[src/rtl/fractal_sdf.sv]
// Multi-shape signed-distance evaluator: sphere, box or Menger sponge at a
// power-of-two world scale, using one shared multiplier and a bit-serial root.
module fractal_sdf #(
    parameter int WIDTH    = 32,
    parameter int FBITS    = 16,
    parameter int MAX_ITER = 4
) (
    input  logic                            clk_in,
    input  logic                            rst_in,
    input  logic                            sdf_start,
    input  logic [1:0]                      mode,
    input  logic [$clog2(MAX_ITER+1)-1:0]   iters,
    input  logic [3:0]                      scale_shift,
    input  logic signed [WIDTH-1:0]         x,
    input  logic signed [WIDTH-1:0]         y,
    input  logic signed [WIDTH-1:0]         z,
    output logic                            busy,
    output logic                            sdf_done,
    output logic signed [WIDTH-1:0]         sdf_out
);
    localparam int IW   = $clog2(MAX_ITER + 1);
    localparam int NS   = (WIDTH + FBITS) / 2;
    localparam int RADW = 2 * NS;
    localparam int RW   = NS + 3;
    localparam int CW   = $clog2(NS + 1);
    localparam logic signed [WIDTH-1:0] ONE  = WIDTH'(1 << FBITS);
    localparam logic signed [WIDTH-1:0] MAXV = {1'b0, {(WIDTH-1){1'b1}}};
    localparam logic signed [WIDTH-1:0] MINV = {1'b1, {(WIDTH-1){1'b0}}};

    typedef enum logic [3:0] {
        S_IDLE, S_LOAD, S_BOX_Q, S_SQ0, S_SQ1, S_SQ2, S_SQRT,
        S_BOX_D, S_ITER_A, S_ITER_B, S_ITER_C, S_OUT, S_DONE
    } state_t;

    function automatic logic signed [WIDTH-1:0] smax(input logic signed [WIDTH-1:0] a,
                                                     input logic signed [WIDTH-1:0] b);
        return (a > b) ? a : b;
    endfunction

    function automatic logic signed [WIDTH-1:0] smin(input logic signed [WIDTH-1:0] a,
                                                     input logic signed [WIDTH-1:0] b);
        return (a < b) ? a : b;
    endfunction

    function automatic logic signed [WIDTH-1:0] sabs(input logic signed [WIDTH-1:0] a);
        return (a < 0) ? -a : a;
    endfunction

    function automatic logic signed [WIDTH-1:0] sat_add(input logic signed [WIDTH-1:0] a,
                                                        input logic signed [WIDTH-1:0] b);
        logic signed [WIDTH:0] t;
        t = (WIDTH+1)'(a) + (WIDTH+1)'(b);
        if (t > (WIDTH+1)'(MAXV)) return MAXV;
        if (t < (WIDTH+1)'(MINV)) return MINV;
        return t[WIDTH-1:0];
    endfunction

    function automatic logic signed [WIDTH-1:0] mult(input logic signed [WIDTH-1:0] a,
                                                     input logic signed [WIDTH-1:0] b);
        logic signed [2*WIDTH-1:0] ae, be, pr;
        ae = (2*WIDTH)'(a);
        be = (2*WIDTH)'(b);
        pr = ae * be;
        return WIDTH'(pr >>> FBITS);
    endfunction

    // Folds one axis of the scaled point into the cross distance |1 - 3|a||.
    function automatic logic signed [WIDTH-1:0] fold(input logic [FBITS:0] m);
        logic signed [WIDTH-1:0] a, t;
        a = WIDTH'(m) - ONE;
        a = sabs(a);
        t = ONE - (a + (a <<< 1));
        return sabs(t);
    endfunction

    function automatic int recip_const(input int i);
        int p3;
        p3 = 3;
        for (int j = 0; j < i; j++) p3 = p3 * 3;
        return (1 << FBITS) / p3;
    endfunction

    logic signed [WIDTH-1:0] recip_tab [2**IW];
    for (genvar g = 0; g < 2**IW; g++) begin : g_recip
        assign recip_tab[g] = WIDTH'(recip_const(g));
    end

    state_t                  state_q, state_d;
    logic                    busy_q, busy_d, done_q, done_d;
    logic signed [WIDTH-1:0] out_q, out_d;
    logic [1:0]              mode_q, mode_d;
    logic [IW-1:0]           k_q, k_d, it_q, it_d;
    logic [3:0]              shift_q, shift_d;
    logic signed [WIDTH-1:0] px_q, px_d, py_q, py_d, pz_q, pz_d;
    logic signed [WIDTH-1:0] qx_q, qx_d, qy_q, qy_d, qz_q, qz_d;
    logic signed [WIDTH-1:0] sum_q, sum_d, d_q, d_d, m_q, m_d;
    logic signed [WIDTH-1:0] psx_q, psx_d, psy_q, psy_d, psz_q, psz_d;
    logic signed [WIDTH-1:0] rx_q, rx_d, ry_q, ry_d, rz_q, rz_d;
    logic [RADW-1:0]         rad_q, rad_d;
    logic [RW-1:0]           rem_q, rem_d;
    logic [NS-1:0]           root_q, root_d;
    logic [CW-1:0]           cnt_q, cnt_d;

    logic signed [WIDTH-1:0] sq_in, sq_v, mul_a, mul_b, prod, sum_new, root_ext, maxq;
    logic [RW-1:0]           rem_t, trial;
    logic [IW-1:0]           it_inc;

    // Shared multiplier: squares during SQ0..SQ2, reciprocal scaling in ITER_C.
    always_comb begin
        case (state_q)
            S_SQ1:   sq_in = qy_q;
            S_SQ2:   sq_in = qz_q;
            default: sq_in = qx_q;
        endcase
        sq_v  = (mode_q == 2'd0) ? sq_in : smax(sq_in, '0);
        mul_a = (state_q == S_ITER_C) ? (m_q - ONE) : sq_v;
        mul_b = (state_q == S_ITER_C) ? recip_tab[it_q] : sq_v;
    end

    assign prod     = mult(mul_a, mul_b);
    assign sum_new  = sat_add((state_q == S_SQ0) ? '0 : sum_q, prod);
    assign rem_t    = {rem_q[RW-3:0], rad_q[RADW-1 -: 2]};
    assign trial    = RW'({root_q, 2'b01});
    assign root_ext = WIDTH'(root_q);
    assign maxq     = smax(smax(qx_q, qy_q), qz_q);
    assign it_inc   = it_q + 1'b1;

    always_comb begin
        state_d = state_q;  busy_d = busy_q;  done_d = 1'b0;  out_d = out_q;
        mode_d  = mode_q;   k_d = k_q;        it_d = it_q;    shift_d = shift_q;
        px_d  = px_q;   py_d  = py_q;   pz_d  = pz_q;
        qx_d  = qx_q;   qy_d  = qy_q;   qz_d  = qz_q;
        psx_d = psx_q;  psy_d = psy_q;  psz_d = psz_q;
        rx_d  = rx_q;   ry_d  = ry_q;   rz_d  = rz_q;
        sum_d = sum_q;  d_d = d_q;      m_d = m_q;
        rad_d = rad_q;  rem_d = rem_q;  root_d = root_q;  cnt_d = cnt_q;
        case (state_q)
            S_IDLE: begin
                // busy still high here means this is the done-strobe cycle
                if (busy_q) begin
                    busy_d = 1'b0;
                end else if (sdf_start) begin
                    mode_d  = mode;
                    shift_d = scale_shift;
                    k_d     = (mode == 2'd2) ? ((iters > IW'(MAX_ITER)) ? IW'(MAX_ITER) : iters) : '0;
                    px_d    = x;
                    py_d    = y;
                    pz_d    = z;
                    busy_d  = 1'b1;
                    state_d = S_LOAD;
                end
            end
            S_LOAD: begin
                px_d    = px_q >>> shift_q;
                py_d    = py_q >>> shift_q;
                pz_d    = pz_q >>> shift_q;
                state_d = S_BOX_Q;
            end
            S_BOX_Q: begin
                qx_d    = (mode_q == 2'd0) ? px_q : sabs(px_q) - ONE;
                qy_d    = (mode_q == 2'd0) ? py_q : sabs(py_q) - ONE;
                qz_d    = (mode_q == 2'd0) ? pz_q : sabs(pz_q) - ONE;
                state_d = S_SQ0;
            end
            S_SQ0: begin
                sum_d   = sum_new;
                state_d = S_SQ1;
            end
            S_SQ1: begin
                sum_d   = sum_new;
                state_d = S_SQ2;
            end
            S_SQ2: begin
                rad_d   = RADW'({sum_new, {FBITS{1'b0}}});
                rem_d   = '0;
                root_d  = '0;
                cnt_d   = '0;
                state_d = S_SQRT;
            end
            S_SQRT: begin
                if (rem_t >= trial) begin
                    rem_d  = rem_t - trial;
                    root_d = {root_q[NS-2:0], 1'b1};
                end else begin
                    rem_d  = rem_t;
                    root_d = {root_q[NS-2:0], 1'b0};
                end
                rad_d = rad_q << 2;
                cnt_d = cnt_q + 1'b1;
                if (cnt_q == CW'(NS - 1)) state_d = S_BOX_D;
            end
            S_BOX_D: begin
                d_d     = (mode_q == 2'd0) ? root_ext - ONE : root_ext + smin(maxq, '0);
                psx_d   = px_q;
                psy_d   = py_q;
                psz_d   = pz_q;
                it_d    = '0;
                state_d = (k_q == '0) ? S_OUT : S_ITER_A;
            end
            S_ITER_A: begin
                rx_d    = fold(psx_q[FBITS:0]);
                ry_d    = fold(psy_q[FBITS:0]);
                rz_d    = fold(psz_q[FBITS:0]);
                state_d = S_ITER_B;
            end
            S_ITER_B: begin
                m_d     = smin(smin(smax(rx_q, ry_q), smax(ry_q, rz_q)), smax(rz_q, rx_q));
                state_d = S_ITER_C;
            end
            S_ITER_C: begin
                d_d     = smax(d_q, prod);
                psx_d   = psx_q + (psx_q <<< 1);
                psy_d   = psy_q + (psy_q <<< 1);
                psz_d   = psz_q + (psz_q <<< 1);
                it_d    = it_inc;
                state_d = (it_inc == k_q) ? S_OUT : S_ITER_A;
            end
            S_OUT: begin
                out_d   = (mode_q == 2'd3) ? MAXV : (d_q <<< shift_q);
                state_d = S_DONE;
            end
            S_DONE: begin
                done_d  = 1'b1;
                state_d = S_IDLE;
            end
            default: state_d = S_IDLE;
        endcase
    end

    always_ff @(posedge clk_in) begin
        if (rst_in) begin
            state_q <= S_IDLE;
            busy_q  <= 1'b0;
            done_q  <= 1'b0;
            out_q   <= '0;
        end else begin
            state_q <= state_d;
            busy_q  <= busy_d;
            done_q  <= done_d;
            out_q   <= out_d;
        end
        mode_q  <= mode_d;   k_q   <= k_d;    it_q   <= it_d;   shift_q <= shift_d;
        px_q    <= px_d;     py_q  <= py_d;   pz_q   <= pz_d;
        qx_q    <= qx_d;     qy_q  <= qy_d;   qz_q   <= qz_d;
        psx_q   <= psx_d;    psy_q <= psy_d;  psz_q  <= psz_d;
        rx_q    <= rx_d;     ry_q  <= ry_d;   rz_q   <= rz_d;
        sum_q   <= sum_d;    d_q   <= d_d;    m_q    <= m_d;
        rad_q   <= rad_d;    rem_q <= rem_d;  root_q <= root_d;  cnt_q <= cnt_d;
    end

    assign busy     = busy_q;
    assign sdf_done = done_q;
    assign sdf_out  = out_q;
endmodule

[config.mk]
export PLATFORM = sky130hd
export DESIGN_NAME = fractal_sdf
export DESIGN_NICKNAME = d
export VERILOG_FILES = /design/src/rtl/fractal_sdf.sv
export SDC_FILE = /design/constraint.sdc
export NUM_CORES = 2
export LEC_CHECK = 0
export ABC_AREA = 1
export BUFFER_PORTS_ARGS = -buffer_cell sky130_fd_sc_hd__buf_2
export CORE_ASPECT_RATIO = 1.25
export CORE_MARGIN = 3
export CORE_UTILIZATION = 40
export DETAILED_ROUTE_END_ITERATION = 16
export SETUP_SLACK_MARGIN = 0.3
export SYNTH_ARGS = -nofsm -noshare
export SYNTH_HDL_FRONTEND = slang
export SYNTH_SLANG_ARGS = --single-unit
[constraint.sdc]
create_clock -name clk_in -period 10.75 [get_ports clk_in]
set_input_delay 0 -clock clk_in [delete_from_list [all_inputs] [get_ports clk_in]]
set_output_delay 0 -clock clk_in [all_outputs]
set_load 0.02 [all_outputs]
Word-level counts from Yosys, hierarchy flattened
Memory sizes are Yosys's and may differ from the RTL's.
Cells that the tools add are included.
{"block": "word_totals", "elab_cells": 192, "n_memories": 1, "reg_bits": 632, "romBits": 256, "ramBits": 0, "latch_bits": 0, "inputBits": 108}
{"name": "(name not given)", "words": 8, "word_bits": 32, "rd": 1, "rd_ports_with_merged_regs": 0, "write_ports": 0, "line": "117", "text": "mul_b = (state_q == S_ITER_C) ? recip_tab[it_q] : sq_v;"}
{"block": "classes", "n_shift": 4, "n_bitwise": 3, "muxes": 68, "div": 0, "n_mul": 1, "eq_ne": 20, "add_sub_neg": 31, "magnitude_cmp": 24, "n_reduce_logical": 12}
{"operator": "two-way mux 32 bit", "count": 40}
{"operator": "case mux 32 bit (2 select lines)", "count": 8}
{"operator": "less-than comparator 32 x 1 -> 1 bit (second input constant)", "count": 7}
{"operator": "adder 32 bit", "count": 6}
{"operator": "> comparator 32 bit", "count": 6}
{"operator": "negator 32 bit", "count": 6}
{"operator": "subtractor 32 x 18 -> 32 bit (second input constant)", "count": 4}
{"operator": "negator 18 -> 32 bit", "count": 3}
{"operator": "case mux 48 bit (2 select lines)", "count": 1}
{"operator": ">>> shifter 32 x 4 -> 32 bit", "count": 3}
{"operator": "subtractor 18 x 32 -> 32 bit (first input constant)", "count": 3}
{"operator": "less-than comparator 32 bit", "count": 2}
{"operator": "less-than comparator 18 x 1 -> 1 bit (second input constant)", "count": 3}
{"operator": "subtractor 17 x 17 -> 18 bit (second input constant)", "count": 3}
{"operator": "case mux 25 bit (2 select lines)", "count": 1}
{"operator": "multiplier 32 x 32 -> 48 bit", "count": 1}
{"operator": "case mux 24 bit (2 select lines)", "count": 1}
{"operator": "case mux 4 bit (12 select lines)", "count": 1}
{"operator": "adder 32 x 32 -> 33 bit", "count": 1}
{"operator": "> comparator 33 x 32 -> 1 bit (second input constant)", "count": 1}
{"operator": "less-than comparator 33 x 32 -> 1 bit (second input constant)", "count": 1}
{"operator": "adder 25 x 32 -> 32 bit", "count": 1}
{"operator": "> comparator 32 x 1 -> 1 bit (second input constant)", "count": 1}
{"operator": "<<< shifter 32 x 4 -> 32 bit", "count": 1}
{"operator": "31 further kinds", "count": 58}

Logic depth before layout (Yosys ltp)
{"block": "depth", "word_depth": 14, "mapped_depth": 75, "mapped_depth_nobuf": 71}

Worst setup path after synthesis
No wires, ideal clock.
{"block": "synth_path", "path_kind": "reg2reg", "from": "register state_q[2]", "to": "register rad_q[20], data pin", "required_ps": 10619, "path_buffers": 4, "arrival_ps": 11035, "path_stages_with_launch": 72, "setup_slack_ps": -416, "path_cell_list": "dfxtp_1 > inv_2 > nor2_8 > nand2_4 > buf_6 > nand2_2 > o21ai_2 > a21oi_2 > nand2_1 > nor3_2 > nand2_1 > nor2_1 > nand2_1 > nand2_2 > nand2_4 > nand2_4 > buf_2 > inv_1 > [36 not listed] > inv_1 > nand3_1 > nand2_1 > nand2_1 > nand2_1 > nand2_1 > nand2_2 > nand2_1 > nand2_1 > nand2_2 > nand2_4 > nand2_2 > nand2_4 > buf_6 > nand2_2 > nand2_2 > nand2_1 > nand2_1"}
{"block": "synth_between", "elab_chain_len": 14}
{"item": "from (decl)", "line": "88", "text": "state_t state_q, state_d;"}
{"item": "from (signal assigned)", "line": "237", "text": "state_q <= state_d;"}
{"item": "equality test 4 x 3 -> 1 bit", "line": "110", "text": "case (state_q)"}
{"item": "case mux 32 bit (2 select lines)", "line": "110"}
{"item": "> comparator 32 x 1 -> 1 bit", "line": "37", "text": "return (a > b) ? a : b;"}
{"item": "two-way mux 32 bit", "line": "37"}
{"item": "two-way mux 32 bit", "line": "115", "text": "sq_v = (mode_q == 2'd0) ? sq_in : smax(sq_in, '0);"}
{"item": "two-way mux 32 bit, on equally long branches", "line": "116, 117"}
{"item": "multiplier 32 x 32 -> 48 bit", "line": "63", "text": "pr = ae * be;"}
{"item": "adder 32 x 32 -> 33 bit *", "line": "52", "text": "t = (WIDTH+1)'(a) + (WIDTH+1)'(b);"}
{"item": "less-than comparator 33 x 32 -> 1 bit", "line": "54", "text": "if (t < (WIDTH+1)'(MINV)) return MINV;"}
{"item": "two-way mux 1 bit (2 in series)", "line": "54"}
{"item": "two-way mux 32 bit", "line": "55", "text": "return t[WIDTH-1:0];"}
{"item": "two-way mux 32 bit *", "line": "54"}
{"item": "via sum_new[4]", "line": "104", "text": "logic signed [WIDTH-1:0] sq_in, sq_v, mul_a, mul_b, prod, sum_new, root_ext, maxq;"}
{"item": "case mux 48 bit (2 select lines) *", "line": "137", "text": "case (state_q)"}
{"item": "via rad_d[20]", "line": "99", "text": "logic [RADW-1:0] rad_q, rad_d;"}
{"item": "to (signal assigned)", "line": "248", "text": "rad_q <= rad_d; rem_q <= rem_d; root_q <= root_d; cnt_q <= cnt_d;"}
{"item": "to (decl)", "line": "99"}
Mark *: on every way through the listed nets, which the timed path passes. The rest lies on a longest branch. The select of a mux whose other input is x is not followed.
A chain may end at the register's enable or synchronous reset.

Final worst setup path
{"block": "layout_path", "from": "register state_q[2]", "to": "register rad_q[45], data pin"}
The elaborated chain is that of the path after synthesis.

==> results.sh <==
export IMPL_outcome="finished, violations left"
export IMPL_failing_checks="setup timing"
export IMPL_fmax_mhz=89.7
export IMPL_core_area_um2=204000
export IMPL_critical_path_startpoint="state_q[2]$_SDFFE_PP0P_"
export IMPL_initial_detailed_routing_violation_count=5428
export IMPL_finalHoldWorstSlack_ns=0.0499
export IMPL_htreeDepth=2
export IMPL_finalHoldViolations=0
export IMPL_holdCritStartpoint="scale_shift[1]"
export IMPL_finalCoreUtilization_pct=48.9
export IMPL_dieArea_um2=212000
export IMPL_critical_path_reg2reg_startpoint="state_q[2]$_SDFFE_PP0P_"
export IMPL_synthToLayoutAreaGrowth_pct=20.9
export IMPL_worst_endpoint_arrival_ns=11.68
export IMPL_number_of_global_route_vias_before_repair=77400
export IMPL_slew_violations=0
export IMPL_crit_fanout=12
export IMPL_cts_num_sinks=571
export IMPL_floorplan_initialDensity_pct=40.5
export IMPL_synth_seq_cells=571
export IMPL_latest_clock_arrival_within_the_worst_skew_pair_ns=0.66
export IMPL_layout_min_cycle_time_ns=11.14
export IMPL_io_pins=142
export IMPL_mostFrequentLayoutCell="sky130_fd_sc_hd__nand2_1"
export IMPL_dp_slack_ns=-1.04
export IMPL_drt_first_pass_iters=6
export IMPL_timing_reg2reg_setup_slack_ns=-0.39
export IMPL_timing_worst_slew_pin_value_ns=1.18
export IMPL_tritoncts_clock_tree="yes"
export IMPL_synth_warning_count=0
export IMPL_finalNetCount=13600
export IMPL_slowest_delay_ns=0.55
export IMPL_post_route_drc_count=0
export IMPL_chipWidth_um=413
export IMPL_layout_worst_path_cycle_share_pct=104
export IMPL_layout_cells_most_common_list="sky130_fd_sc_hd__nand2_1, sky130_fd_sc_hd__inv_1, sky130_fd_sc_hd__buf_4"
export IMPL_max_cap_viol_count=0
export IMPL_postLayoutSetupSlackWorst_ns=-0.394
export IMPL_finalInstanceArea_um2=99900
export IMPL_root_buffer="sky130_fd_sc_hd__clkbuf_16"
export IMPL_fin_skew_ns=0.0215
export IMPL_grt_start_max_net_pins=91
export IMPL_worst_setup_path_end_kind="flop"
export IMPL_io_buffers=141
export IMPL_wl_per_cell_um=20.9
export IMPL_maxSlewHeadroom_pct=21.3
export IMPL_post_synth_instance_area_um2=82700
export IMPL_drt_vias_per_instance=5.20
export IMPL_wl_um=306000
export IMPL_routed_wl_met3_um=15300
export IMPL_vias=76000
export IMPL_placedInstanceArea_um2=93500
export IMPL_detail_route_antenna_nets=0
export IMPL_synth_ff_type="sky130_fd_sc_hd__edfxtp_1"
export IMPL_maxUsedRoutingLayer="met5"
export IMPL_cpMostUsedCell="sky130_fd_sc_hd__nand2_1"
export IMPL_met2WireLength_um=150000
export IMPL_worst_setup_path_start_kind="flop"
export IMPL_grt_overflow_total=0
export IMPL_asyncSetResetFlopFracSynth_pct=0
export IMPL_holdCritPathClass="input port to flop"
export IMPL_crit_type="flop to flop"
export IMPL_track_usage_pct=28.3
export IMPL_synth_sequential_area_ratio_pct=20.3
export IMPL_timing_critical_path_required_ns=11.28
export IMPL_final_setup_viol_count=95
export IMPL_cts_buffers_inserted=58
export IMPL_number_of_enable_flip_flop_cells_after_synthesis=533
export IMPL_cts_clk_slew_worst_paths_ns=0.07
export IMPL_synth_avg_cell_area_um2=7.64
export IMPL_routabilityCongestion=0.998
export IMPL_post_synth_inst_count=10800
export IMPL_num_fill_cells=20100
export IMPL_hpwlAfterDp_um=254000
export IMPL_clock_tree_buffer_depth=3
export IMPL_wire_length_of_the_first_global_routing_pass_um=459000
export IMPL_grt_antenna_before_repair=4
export IMPL_floorplan_row_count=185
export IMPL_synthDistinctLibCells=74
export IMPL_critical_path_slowest_cell="sky130_fd_sc_hd__fa_1"
export IMPL_rsz0062_at_grt="true"
export IMPL_die_y_um=514
export IMPL_layout_drive_gt1_share_pct=16.2
export IMPL_m1WireLength_um=121000
## registers in the layout, summed over array words and instances, names as in the netlist, 4 cells and up
| register | cells |
|---|---|
| rem_q | 25 |
| cnt_q | 5 |
| rad_q | 32 |
| py_q | 32 |
| px_q | 32 |
| sum_q | 32 |
| d_q | 32 |
| state_q | 4 |
| root_q | 24 |
| shift_q | 4 |
| rx_q | 32 |
| pz_q | 32 |
| qx_q | 32 |
| ry_q | 32 |
| psy_q | 17 |
| rz_q | 32 |
| sdf_out | 32 |
| m_q | 32 |
| psx_q | 17 |
| qy_q | 32 |
| psz_q | 17 |
| qz_q | 32 |
## path summary, 6_finish.rpt
| check | endpoint | cells after the start |
|---|---|---|
| setup / recovery | rad_q[45]$_DFFE_PP_ | 67 |
| hold / removal | shift_q[1]$_DFFE_PP_ | 2 |
| setup reg to reg | rad_q[45]$_DFFE_PP_ | 67 |
| hold reg to reg | sdf_out[31]$_SDFFE_PP0P_ | 2 |
## logic make-up after synthesis
| logic type | share of synthesized area [%] |
|---|---|
| compound gates | 11.2 |
| xor+xnor | 5.16 |
| fa+ha+maj | 31.9 |
| buf+inv | 11.7 |
| flops | 20.3 |
| mux | 0.666 |
| other cells | 0.00908 |
| simple gates | 19.1 |
## critical path: cells and delay by family, from the launching register on
| kind | cells | cell delay [ns] |
|---|---|---|
| buf+inv | 19 | 2.01 |
| simple gates | 27 | 2.29 |
| flops | 1 | 0.35 |
| fa+ha+maj | 10 | 4.67 |
| xor+xnor | 2 | 0.37 |
| compound gates | 9 | 1.30 |
## what timing repair did
action,CTS,global route
pin swaps,16,276
hold buffers,108,0
endpoints found under the hold margin,138,0
buffers inserted,11,77
setup endpoints to repair,97,101
cloned,1,13
resized for setup,102,515
## metrics by stage
stage	TNS, ns	cells
2_1_floorplan	0	10900
3_3_place_gp	-89.01	14300
3_5_place_dp	-87.42	14300
4_1_cts	-44.98	14500
5_1_grt	-72.40	14600
6_report	-30.01	14600
## cells in the mapped netlist (29+ instances only)
cell type / number / area share [%]
sky130_fd_sc_hd__nand2_2: 52 / 0.39
sky130_fd_sc_hd__nor3_1: 108 / 0.65
sky130_fd_sc_hd__a21oi_1: 536 / 3.2
sky130_fd_sc_hd__ha_1: 759 / 11
sky130_fd_sc_hd__o21ai_0: 817 / 4.9
sky130_fd_sc_hd__inv_1: 2144 / 9.7
sky130_fd_sc_hd__xnor2_1: 139 / 1.5
sky130_fd_sc_hd__nand3_1: 301 / 1.8
sky130_fd_sc_hd__xor2_1: 346 / 3.7
sky130_fd_sc_hd__buf_1: 39 / 0.18
sky130_fd_sc_hd__nor4_1: 29 / 0.22
sky130_fd_sc_hd__a31oi_1: 49 / 0.37
sky130_fd_sc_hd__mux2i_1: 55 / 0.67
sky130_fd_sc_hd__a211oi_1: 52 / 0.47
sky130_fd_sc_hd__fa_1: 843 / 20
sky130_fd_sc_hd__clkbuf_1: 322 / 1.5
sky130_fd_sc_hd__edfxtp_1: 533 / 19
sky130_fd_sc_hd__nor2_1: 1016 / 4.6
sky130_fd_sc_hd__nand2_1: 2183 / 9.9
sky130_fd_sc_hd__nand4_1: 66 / 0.50
sky130_fd_sc_hd__clkinv_1: 29 / 0.13
sky130_fd_sc_hd__dfxtp_1: 38 / 0.92
## metal layers
layer  track usage (%)  vias to the layer above
met2              50.2                     2433
met5                 0                        -
met1              34.7                    36800
met4              13.5                        2
li1                  -                    36100
met3              2.03                      662
## layout make-up
cell class | instances | area [um2] | area share, %
multi-input combinational | 7745 | 59000 | 59.0
tap | 2711 | 3390 | 3.39
antenna | 2 | 5.00 | 0.00501
clock inverter | 40 | 410 | 0.411
inverter | 2183 | 8300 | 8.31
sequential | 571 | 16800 | 16.8
clock buffer | 69 | 1570 | 1.57
timing repair buffer | 1293 | 10500 | 10.5
Power is not shown: default switching activity piles up to over one toggle a cycle in this logic, so the estimate is an artifact.
